--- config.mk ---
export PLATFORM = sky130hd
export DESIGN_NAME = spi_adc_scanner
export DESIGN_NICKNAME = d
export VERILOG_FILES = /design/src/rtl/spi_adc_scanner.sv
export SDC_FILE = /design/constraint.sdc
export NUM_CORES = 1
export LEC_CHECK = 0
export BUFFER_PORTS_ARGS = -buffer_cell sky130_fd_sc_hd__buf_2
export CORE_MARGIN = 1
export CORE_UTILIZATION = 40
export CTS_BUF_LIST = sky130_fd_sc_hd__clkbuf_4
export DETAILED_ROUTE_END_ITERATION = 6
export SYNTH_ARGS = -nofsm -noshare
export SYNTH_HDL_FRONTEND = slang
export SYNTH_SLANG_ARGS = --single-unit
--- constraint.sdc ---
create_clock -name clk -period 3.3 [get_ports clk]
set_clock_uncertainty 0.2 [all_clocks]
set_input_delay 0.33 -clock clk [delete_from_list [all_inputs] [get_ports clk]]
set_output_delay 0.33 -clock clk [all_outputs]
set_load 0.02 [all_outputs]
--- src/rtl/spi_adc_scanner.sv ---
// spi_adc_scanner: round-robin sequencer for an MCP3008-style SPI ADC.
// Issues one SPIMaster frame per enabled channel. Each response goes into a
// per-channel result file, and a sample strobe is pulsed. A quiet gap follows
// every frame so that chip-select can deassert. A frame that is never
// acknowledged raises a sticky timeout flag and the scan moves on.
module spi_adc_scanner #(
    parameter int NUM_CH     = 8,
    parameter int CMD_BITS   = 5,
    parameter int RESP_BITS  = 10,
    parameter int XFER_LEN   = 15,
    parameter int GAP_CYCLES = 50,
    parameter int TIMEOUT    = 4096,
    localparam int CH_W      = (NUM_CH > 1) ? $clog2(NUM_CH) : 1,
    localparam int LEN_W     = $clog2(CMD_BITS + RESP_BITS)
) (
    input  logic                 clk,
    input  logic                 reset_n,
    input  logic                 enable,
    input  logic [NUM_CH-1:0]    ch_mask,
    input  logic                 clr_err,
    output logic                 spi_stb_wr,
    input  logic                 spi_stb_rdy,
    output logic [CMD_BITS-1:0]  spi_to_data,
    input  logic [RESP_BITS-1:0] spi_from_data,
    output logic [LEN_W-1:0]     spi_total_len,
    input  logic [CH_W-1:0]      rd_addr,
    output logic [RESP_BITS-1:0] rd_data,
    output logic                 rd_valid,
    output logic                 sample_stb,
    output logic [CH_W-1:0]      sample_ch,
    output logic [RESP_BITS-1:0] sample_data,
    output logic                 scan_done,
    output logic                 timeout_err
);

    // One counter serves both the response wait and the post-frame gap.
    localparam int CNT_MAX = (TIMEOUT > GAP_CYCLES) ? TIMEOUT : GAP_CYCLES;
    localparam int CNT_W   = $clog2(CNT_MAX + 1);

    localparam logic [CH_W-1:0]  LAST_CH  = CH_W'(NUM_CH - 1);
    localparam logic [CNT_W-1:0] TO_LAST  = CNT_W'(TIMEOUT - 1);
    localparam logic [CNT_W-1:0] GAP_LAST = CNT_W'(GAP_CYCLES - 1);
    localparam logic [LEN_W-1:0] LEN_VAL  = LEN_W'(XFER_LEN);

    typedef enum logic [2:0] {
        ST_IDLE   = 3'd0,
        ST_SELECT = 3'd1,
        ST_ISSUE  = 3'd2,
        ST_WAIT   = 3'd3,
        ST_STORE  = 3'd4,
        ST_GAP    = 3'd5
    } state_t;

    state_t               state_q, state_d;
    logic [CH_W-1:0]      cur_ch_q, cur_ch_d;
    logic [CNT_W-1:0]     cnt_q, cnt_d;
    logic                 stb_wr_q, stb_wr_d;
    logic [CMD_BITS-1:0]  cmd_q, cmd_d;
    logic [LEN_W-1:0]     len_q, len_d;
    logic                 sample_stb_q, sample_stb_d;
    logic [CH_W-1:0]      sample_ch_q, sample_ch_d;
    logic [RESP_BITS-1:0] sample_data_q, sample_data_d;
    logic                 scan_done_q, scan_done_d;
    logic                 timeout_q, timeout_d;
    logic [RESP_BITS-1:0] result_q [NUM_CH];
    logic [NUM_CH-1:0]    valid_q;
    logic [RESP_BITS-1:0] rd_data_q, rd_data_d;
    logic                 rd_valid_q, rd_valid_d;

    logic [CH_W-1:0]      nxt_ch_s;
    logic                 mask_any_s;
    logic [CH_W-1:0]      hi_ch_s;
    logic                 rdy_hit_s;
    logic                 timeout_hit_s;

    // Highest enabled channel: the one whose sample closes a scan.
    function automatic logic [CH_W-1:0] highest_ch(input logic [NUM_CH-1:0] m);
        logic [CH_W-1:0] hi;
        hi = {CH_W{1'b0}};
        for (int i = 0; i < NUM_CH; i++) begin
            if (m[i]) begin
                hi = CH_W'(i);
            end
        end
        return hi;
    endfunction

    // MCP3008 framing: start bit, single-ended bit, then the 3-bit channel.
    function automatic logic [CMD_BITS-1:0] build_cmd(input logic [CH_W-1:0] ch);
        logic [4:0] c5;
        c5 = {1'b1, 1'b1, 3'(ch)};
        return CMD_BITS'(c5);
    endfunction

    assign nxt_ch_s      = (cur_ch_q == LAST_CH) ? {CH_W{1'b0}} : cur_ch_q + CH_W'(1);
    assign mask_any_s    = |ch_mask;
    assign hi_ch_s       = highest_ch(ch_mask);
    assign rdy_hit_s     = (state_q == ST_WAIT) && spi_stb_rdy;
    assign timeout_hit_s = (state_q == ST_WAIT) && !spi_stb_rdy && (cnt_q == TO_LAST);

    // Next-state logic for the scan sequencer, including the channel pointer and the shared counter.
    always_comb begin
        state_d  = state_q;
        cur_ch_d = cur_ch_q;
        cnt_d    = cnt_q;
        case (state_q)
            ST_IDLE: begin
                if (enable && mask_any_s) begin
                    state_d = ST_SELECT;
                end else begin
                    state_d = ST_IDLE;
                end
            end
            ST_SELECT: begin
                if (!enable || !mask_any_s) begin
                    state_d = ST_IDLE;
                end else begin
                    cur_ch_d = nxt_ch_s;
                    if (ch_mask[nxt_ch_s]) begin
                        state_d = ST_ISSUE;
                    end else begin
                        state_d = ST_SELECT;
                    end
                end
            end
            ST_ISSUE: begin
                cnt_d   = {CNT_W{1'b0}};
                state_d = ST_WAIT;
            end
            ST_WAIT: begin
                if (spi_stb_rdy) begin
                    state_d = ST_STORE;
                end else if (cnt_q == TO_LAST) begin
                    cnt_d   = {CNT_W{1'b0}};
                    state_d = ST_GAP;
                end else begin
                    cnt_d = cnt_q + CNT_W'(1);
                end
            end
            ST_STORE: begin
                cnt_d   = {CNT_W{1'b0}};
                state_d = ST_GAP;
            end
            ST_GAP: begin
                if (cnt_q == GAP_LAST) begin
                    if (enable && mask_any_s) begin
                        state_d = ST_SELECT;
                    end else begin
                        state_d = ST_IDLE;
                    end
                end else begin
                    cnt_d = cnt_q + CNT_W'(1);
                end
            end
            default: begin
                state_d = ST_IDLE;
            end
        endcase
    end

    // Next values of the registered outputs; sample fields are loaded as the response is accepted.
    always_comb begin
        stb_wr_d      = (state_d == ST_ISSUE);
        cmd_d         = cmd_q;
        len_d         = LEN_VAL;
        sample_stb_d  = rdy_hit_s;
        sample_ch_d   = sample_ch_q;
        sample_data_d = sample_data_q;
        scan_done_d   = 1'b0;
        timeout_d     = timeout_q;
        if ((state_q == ST_SELECT) && (state_d == ST_ISSUE)) begin
            cmd_d = build_cmd(nxt_ch_s);
        end else begin
            cmd_d = cmd_q;
        end
        if (rdy_hit_s) begin
            sample_ch_d   = cur_ch_q;
            sample_data_d = spi_from_data;
            scan_done_d   = (cur_ch_q == hi_ch_s);
        end else begin
            scan_done_d   = 1'b0;
        end
        if (timeout_hit_s) begin
            timeout_d = 1'b1;
        end else if (clr_err) begin
            timeout_d = 1'b0;
        end else begin
            timeout_d = timeout_q;
        end
    end

    // Registered read port: reads return the stored value one cycle after the address.
    always_comb begin
        rd_data_d  = {RESP_BITS{1'b0}};
        rd_valid_d = 1'b0;
        if (rd_addr <= LAST_CH) begin
            rd_data_d  = result_q[rd_addr];
            rd_valid_d = valid_q[rd_addr];
        end else begin
            rd_data_d  = {RESP_BITS{1'b0}};
            rd_valid_d = 1'b0;
        end
    end

    // State, channel pointer, counter and registered outputs.
    always_ff @(posedge clk or negedge reset_n) begin
        if (!reset_n) begin
            state_q       <= ST_IDLE;
            cur_ch_q      <= LAST_CH;
            cnt_q         <= {CNT_W{1'b0}};
            stb_wr_q      <= 1'b0;
            cmd_q         <= {CMD_BITS{1'b0}};
            len_q         <= {LEN_W{1'b0}};
            sample_stb_q  <= 1'b0;
            sample_ch_q   <= {CH_W{1'b0}};
            sample_data_q <= {RESP_BITS{1'b0}};
            scan_done_q   <= 1'b0;
            timeout_q     <= 1'b0;
            rd_data_q     <= {RESP_BITS{1'b0}};
            rd_valid_q    <= 1'b0;
        end else begin
            state_q       <= state_d;
            cur_ch_q      <= cur_ch_d;
            cnt_q         <= cnt_d;
            stb_wr_q      <= stb_wr_d;
            cmd_q         <= cmd_d;
            len_q         <= len_d;
            sample_stb_q  <= sample_stb_d;
            sample_ch_q   <= sample_ch_d;
            sample_data_q <= sample_data_d;
            scan_done_q   <= scan_done_d;
            timeout_q     <= timeout_d;
            rd_data_q     <= rd_data_d;
            rd_valid_q    <= rd_valid_d;
        end
    end

    // Result and valid files, written in STORE from the captured response.
    always_ff @(posedge clk or negedge reset_n) begin
        if (!reset_n) begin
            for (int i = 0; i < NUM_CH; i++) begin
                result_q[i] <= {RESP_BITS{1'b0}};
            end
            valid_q <= {NUM_CH{1'b0}};
        end else if (state_q == ST_STORE) begin
            result_q[cur_ch_q] <= sample_data_q;
            valid_q[cur_ch_q]  <= 1'b1;
        end
    end

    assign spi_stb_wr    = stb_wr_q;
    assign spi_to_data   = cmd_q;
    assign spi_total_len = len_q;
    assign rd_data       = rd_data_q;
    assign rd_valid      = rd_valid_q;
    assign sample_stb    = sample_stb_q;
    assign sample_ch     = sample_ch_q;
    assign sample_data   = sample_data_q;
    assign scan_done     = scan_done_q;
    assign timeout_err   = timeout_q;

endmodule

Word-level counts from Yosys, hierarchy flattened
Index checks and enable logic that the tools add are counted.
{ "op_classes": {"mux": 36, "add_sub_neg": 2, "n_eq_ne": 12, "magnitude_cmp": 8, "n_reduce_logical": 18, "bitwise": 4} }
{ "op_table": {"columns": ["cell", "count"], "rows": [
  ["80-bit bitwise mux", 1],
  ["10-bit 2-to-1 mux", 4],
  ["13-bit 2-to-1 mux", 3],
  ["13-bit case mux with 3 select lines", 1],
  ["10-bit binary-select mux with 3-bit select", 1],
  ["10-bit demux with 3-bit select", 1],
  ["3-bit 2-to-1 mux", 8],
  ["3-bit case mux with 6 select lines", 1],
  ["13-bit by 1-bit adder with 13-bit output, second input constant", 1],
  ["13-bit by 12-bit == test with 1-bit output, second input constant", 1],
  ["13-bit by 6-bit == test with 1-bit output, second input constant", 1],
  ["3-bit by 4-bit less-than comparator with 1-bit output, second input constant", 3],
  ["3-bit by 2-bit == test with 1-bit output, second input constant", 3],
  ["3-bit == test, second input constant", 3],
  ["1-bit 2-to-1 mux", 9],
  ["4-bit >= comparator, second input constant", 2],
  ["2-bit 2-to-1 mux", 4],
  ["3-bit NOT with 4-bit output", 2],
  ["8-bit OR", 1],
  ["8-bit OR reduction", 1],
  ["1-bit logical AND", 7],
  ["1-bit binary-select mux with 3-bit select", 2],
  ["4-bit by 1-bit less-than comparator with 1-bit output, second input constant", 1],
  ["2-bit inequality test, second input constant", 2],
  ["15 further kinds", 17]
]} }
{ "word_totals": {"elab_cells": 102, "output_inout_bits": 37, "reg_bits": 140} }

Longest topological paths before layout
{ "logic_depth": {"ltp_word": 9, "mapped_depth": 8} }

Worst setup path after synthesis
Ideal clock, no wire load.
{ "synth_path": {"kind": "register to register", "startpoint": "register cur_ch_q[1]", "endpoint": "register cmd_q[0] (netlist: spi_to_data[0])", "stages_incl_launch_ff": 7, "t_arrival_ns": 2.001, "n_path_buf": 0, "path_slack_ns": 0.972, "setup_ns": 0.128, "path_cell_list": "dfstp_2 > ha_1 > ha_1 > nor2_1 > mux4_2 > o21ai_2 > mux2_1"} }
{ "synth_between": {"elab_chain_len": 9, "word_cells_on_any_way": 10, "classes_between": "add/sub (1); eq/ne (2); mux (6); reduce/logical (1)"} }
{ "synth_rtl": {"columns": ["item", "line_no", "rtl"], "rows": [
  ["start: declaration", "55", "logic [CH_W-1:0] cur_ch_q, cur_ch_d;"],
  ["start signal: assignment", "223", "cur_ch_q <= cur_ch_d;"],
  ["3-bit by 1-bit adder with 3-bit output / 3-bit == test (equally long branches)", "95", "assign nxt_ch_s = (cur_ch_q == LAST_CH) ? {CH_W{1'b0}} : cur_ch_q + CH_W'(1);"],
  ["3-bit 2-to-1 mux (*)", "95", null],
  ["1-bit binary-select mux with 3-bit select", "119", "if (ch_mask[nxt_ch_s]) begin"],
  ["1-bit 2-to-1 mux (not written as such)", "119", null],
  ["2-bit 2-to-1 mux", "119", null],
  ["2-bit 2-to-1 mux", "115", "if (!enable || !mask_any_s) begin"],
  ["3-bit case mux with 6 select lines", "106", "case (state_q)"],
  ["3-bit by 2-bit == test with 1-bit output", "171", "if ((state_q == ST_SELECT) && (state_d == ST_ISSUE)) begin"],
  ["1-bit logical AND", "171", null],
  ["end signal: assignment", "212", "cmd_q <= {CMD_BITS{1'b0}};"],
  ["end signal: assignment", "226", "cmd_q <= cmd_d;"],
  ["end: declaration", "58", "logic [CMD_BITS-1:0] cmd_q, cmd_d;"]
]} }
Mark *: on every way between the ends. The rest lies on a longest branch, timed or not. The select of a mux whose other input is x is not followed.
A chain may end at the register's enable or synchronous reset.

Worst setup path after layout
{ "layout_path": {"startpoint": "register cur_ch_q[0]", "endpoint": "register cmd_q[0] (netlist: spi_to_data[0])"} }
Same word-level chain as after synthesis.

==> metrics.cfg <==
[clock_network]
cts_sinks = 140
cts_root_buf = clkbuf_4
clk_pin_slew_ns = 0.11
cts_resized = 0
cts_inserted_buffers = 17
cts_tree = yes
clk_latency_ns = 0.55
htreeDepth = 4
cts_buffer_depth = 2

[floorplan]
die_area_um2 = 16500
rows = 45
core_area_um2 = 15400
start_util = 0.415
ios = 63
chipHeight_um = 128
die_w_um = 128

[global_route]
track_usage = 0.176
grt_max_degree = 73
use_met2 = 0.285
grt_util_met3 = 0.0413
grt_pass1_vias = 4099
grt_overflow = 0
busiest_layer = met2
antenna_found_initial = 0
grtUsageMet1 = 0.227
grt_pass1_wl_um = 21600

[drt]
routed_wl_um = 12800
wl_per_cell_um = 17.2
route.detailed.drc = 0
drt_iter0_markers = 218
postRouteAntennaNets = 0
viasPerCell = 5.27
vias = 3936
dr.pass1.iters = 4

[critical_path]
start_kind = flip-flop
r2r.worst_path.cells = 6
r2r-end = spi_to_data[0]$_DFFE_PN0P_
required_ns = 3.52
reg2reg_slack_ns = 0.73
worstPathArrival_ns = 2.79
cp-end-kind = flip-flop
crit_path_max_fanout = 11
crit_type = flip-flop to flip-flop
timing.rr.start = cur_ch_q[0]$_DFFE_PN1P_

[placed_design]
post-place-ws_ns = 0.732
placed_cells = 700
dp_hpwl_um = 8310
placed_area_um2 = 6860
gp_congestion = 0.789
place.port_buffers = 62

[logic_synthesis]
syn_area_um2 = 6380
ys_seq_area_frac = 0.550
synth_nets = 476
synth_flop_cell = dfrtp_1
ys_types = 56
avgSynthCellArea_um2 = 14.3
netlist_instances = 446
ys_ff_latch = 140
synthArstFlopShare = 1.00
synth-edff-count = 0
yosys_warnings = 0

[outcome]
status = finished, final reports clean

[timing]
timing.final.crit_share = 0.779
maxSlewViolCount = 0
hold_viol = 0
fmax_mhz = 389
slew_headroom = 0.498
setup_violations = 0
finalHoldWorstSlack_ns = 0.0473
period_needed_ns = 2.57
fin_ws_ns = 0.730
finalSetupTns_ns = 0
rsz0062_at_grt = false
worst_slew_pin_slew_ns = 0.752

[finish]
final_cells = 747
nNetsFinal = 553
drive_gt1_frac = 0.328
final_area_um2 = 7270
nFillCells = 1381
area_growth_pct = 14.0
antenna_cells = 0
post-route-util = 0.473

[pwr]
p_per_area_nw_per_um2 = 397
power_leakage_nw = 3.71
power_mw = 2.89
ir_drop_uv = 175

[min_path]
min_path_cells = 4
hp-start = ch_mask[6]
holdPathEnd = scan_done$_DFF_PN0_
holdCritPathClass = primary input to flip-flop

[job]
cap_violations = 0

[cells by family (layout without fill, tap and decap cells)]
| group | Yosys count | after routing | share of synthesized area |
|---|---|---|---|
| flops | 140 | 140 | 0.550 |
| mux | 135 | 135 | 0.279 |
| simple gates | 82 | 82 | 0.0722 |
| compound gates | 50 | 50 | 0.0618 |
| buf+inv | 32 | 122 | 0.0265 |
| fa+ha+maj | 4 | 4 | 0.00784 |
| xor+xnor | 2 | 2 | 0.00275 |
| other cells | 1 | 1 | 0.000588 |
[repair_timing]
action                                 CTS  global route
hold buffers                            15             0
setup buffers                            0             0
endpoints found under the hold margin   84             0
[synth_stat cells, drive strengths merged (2+ instances only)]
master / count / area (um^2)
nor2b: 5 / 31.3
nand2: 18 / 67.6
nor4: 5 / 46.3
buf: 12 / 93.8
nand2b: 11 / 68.8
or2: 4 / 27.5
or4: 2 / 18.8
a2bb2oi: 4 / 35.0
inv: 7 / 26.3
mux4: 23 / 518
nor3: 3 / 15.0
clkbuf: 13 / 48.8
o31ai: 8 / 90.1
a21oi: 4 / 20.0
dfstp: 3 / 78.8
ha: 4 / 50.1
nor2: 12 / 45.0
o21ai: 17 / 104
nand4: 3 / 18.8
and3: 4 / 25.0
nand3: 9 / 45.0
o41ai: 3 / 26.3
a22o: 2 / 17.5
mux2: 111 / 1250
dfrtp: 137 / 3430
a211oi: 3 / 22.5
[how the worst max path moves through the flow]
stage,start,slack [ns],end,cells after the start
after floorplan,cur_ch_q[1]$_DFFE_PN1P_,0.97,spi_to_data[0]$_DFFE_PN0P_,6
after global placement,cur_ch_q[0]$_DFFE_PN1P_,0.83,spi_to_data[0]$_DFFE_PN0P_,6
after detailed placement,cur_ch_q[0]$_DFFE_PN1P_,0.73,spi_to_data[0]$_DFFE_PN0P_,6
after CTS,cur_ch_q[0]$_DFFE_PN1P_,0.70,spi_to_data[0]$_DFFE_PN0P_,6
after global routing,cur_ch_q[0]$_DFFE_PN1P_,0.55,spi_to_data[0]$_DFFE_PN0P_,6
final,cur_ch_q[0]$_DFFE_PN1P_,0.73,spi_to_data[0]$_DFFE_PN0P_,6
[power by group]
| group | internal [mW] | switching [mW] |
|---|---|---|
| Clock | 0.432 | 0.623 |
| Combinational | 0.0466 | 0.0729 |
| Sequential | 1.72 | 0.000538 |
[flip-flops by register name, indices dropped and copies added (netlist names)]
register and count:
spi_total_len 1, sample_stb 1, sample_data 10, sample_ch 3, rd_valid 1, result_q 80
spi_to_data 4, cur_ch_q 3, valid_q 8, state_q 3, rd_data 10, scan_done 1
cnt_q 13, timeout_err 1, spi_stb_wr 1
[cell type report]
type	count	area, um^2	area share
clock inverters	15	131	0.0181
repair buffers	83	512	0.0704
well taps	211	264	0.0363
clock buffers	17	128	0.0175
flip-flops and latches	140	3510	0.482
multi-input cells	274	2700	0.372
inverters	7	26.3	0.00361
[layout by cell type (no fill, tap or decap), drive strengths merged, types with 2 or more instances in the layout]
master / count
nor4: 5
dlygate4sd3: 15
a22o: 2
nand2b: 11
nand2: 18
nor2b: 5
inv: 7
nor3: 3
bufinv: 2
mux2: 111
or4: 2
and3: 4
dfstp: 3
nand4: 3
clkinvlp: 2
o31ai: 8
mux4: 23
clkinv: 11
clkbuf: 17
nor2: 12
or2: 4
a21oi: 4
dfrtp: 137
a2bb2oi: 4
a211oi: 3
o41ai: 3
o21ai: 17
buf: 68
ha: 4
nand3: 9
[metal layers]
layer | vias up | wire length, um
met5 | - | 0
met4 | 0 | 181
met3 | 19 | 475
met2 | 88 | 6290
met1 | 2019 | 5870
li1 | 1810 | -
[worst max-delay path: stages (launching register included)]
cell	delay, ns
dfstp_2	0.43
ha_1	0.21
ha_1	0.20
nor2_1	0.22
mux4_2	0.56
o21ai_2	0.27
mux2_1	0.36
Note: power is estimated with default switching activity, not from simulation.
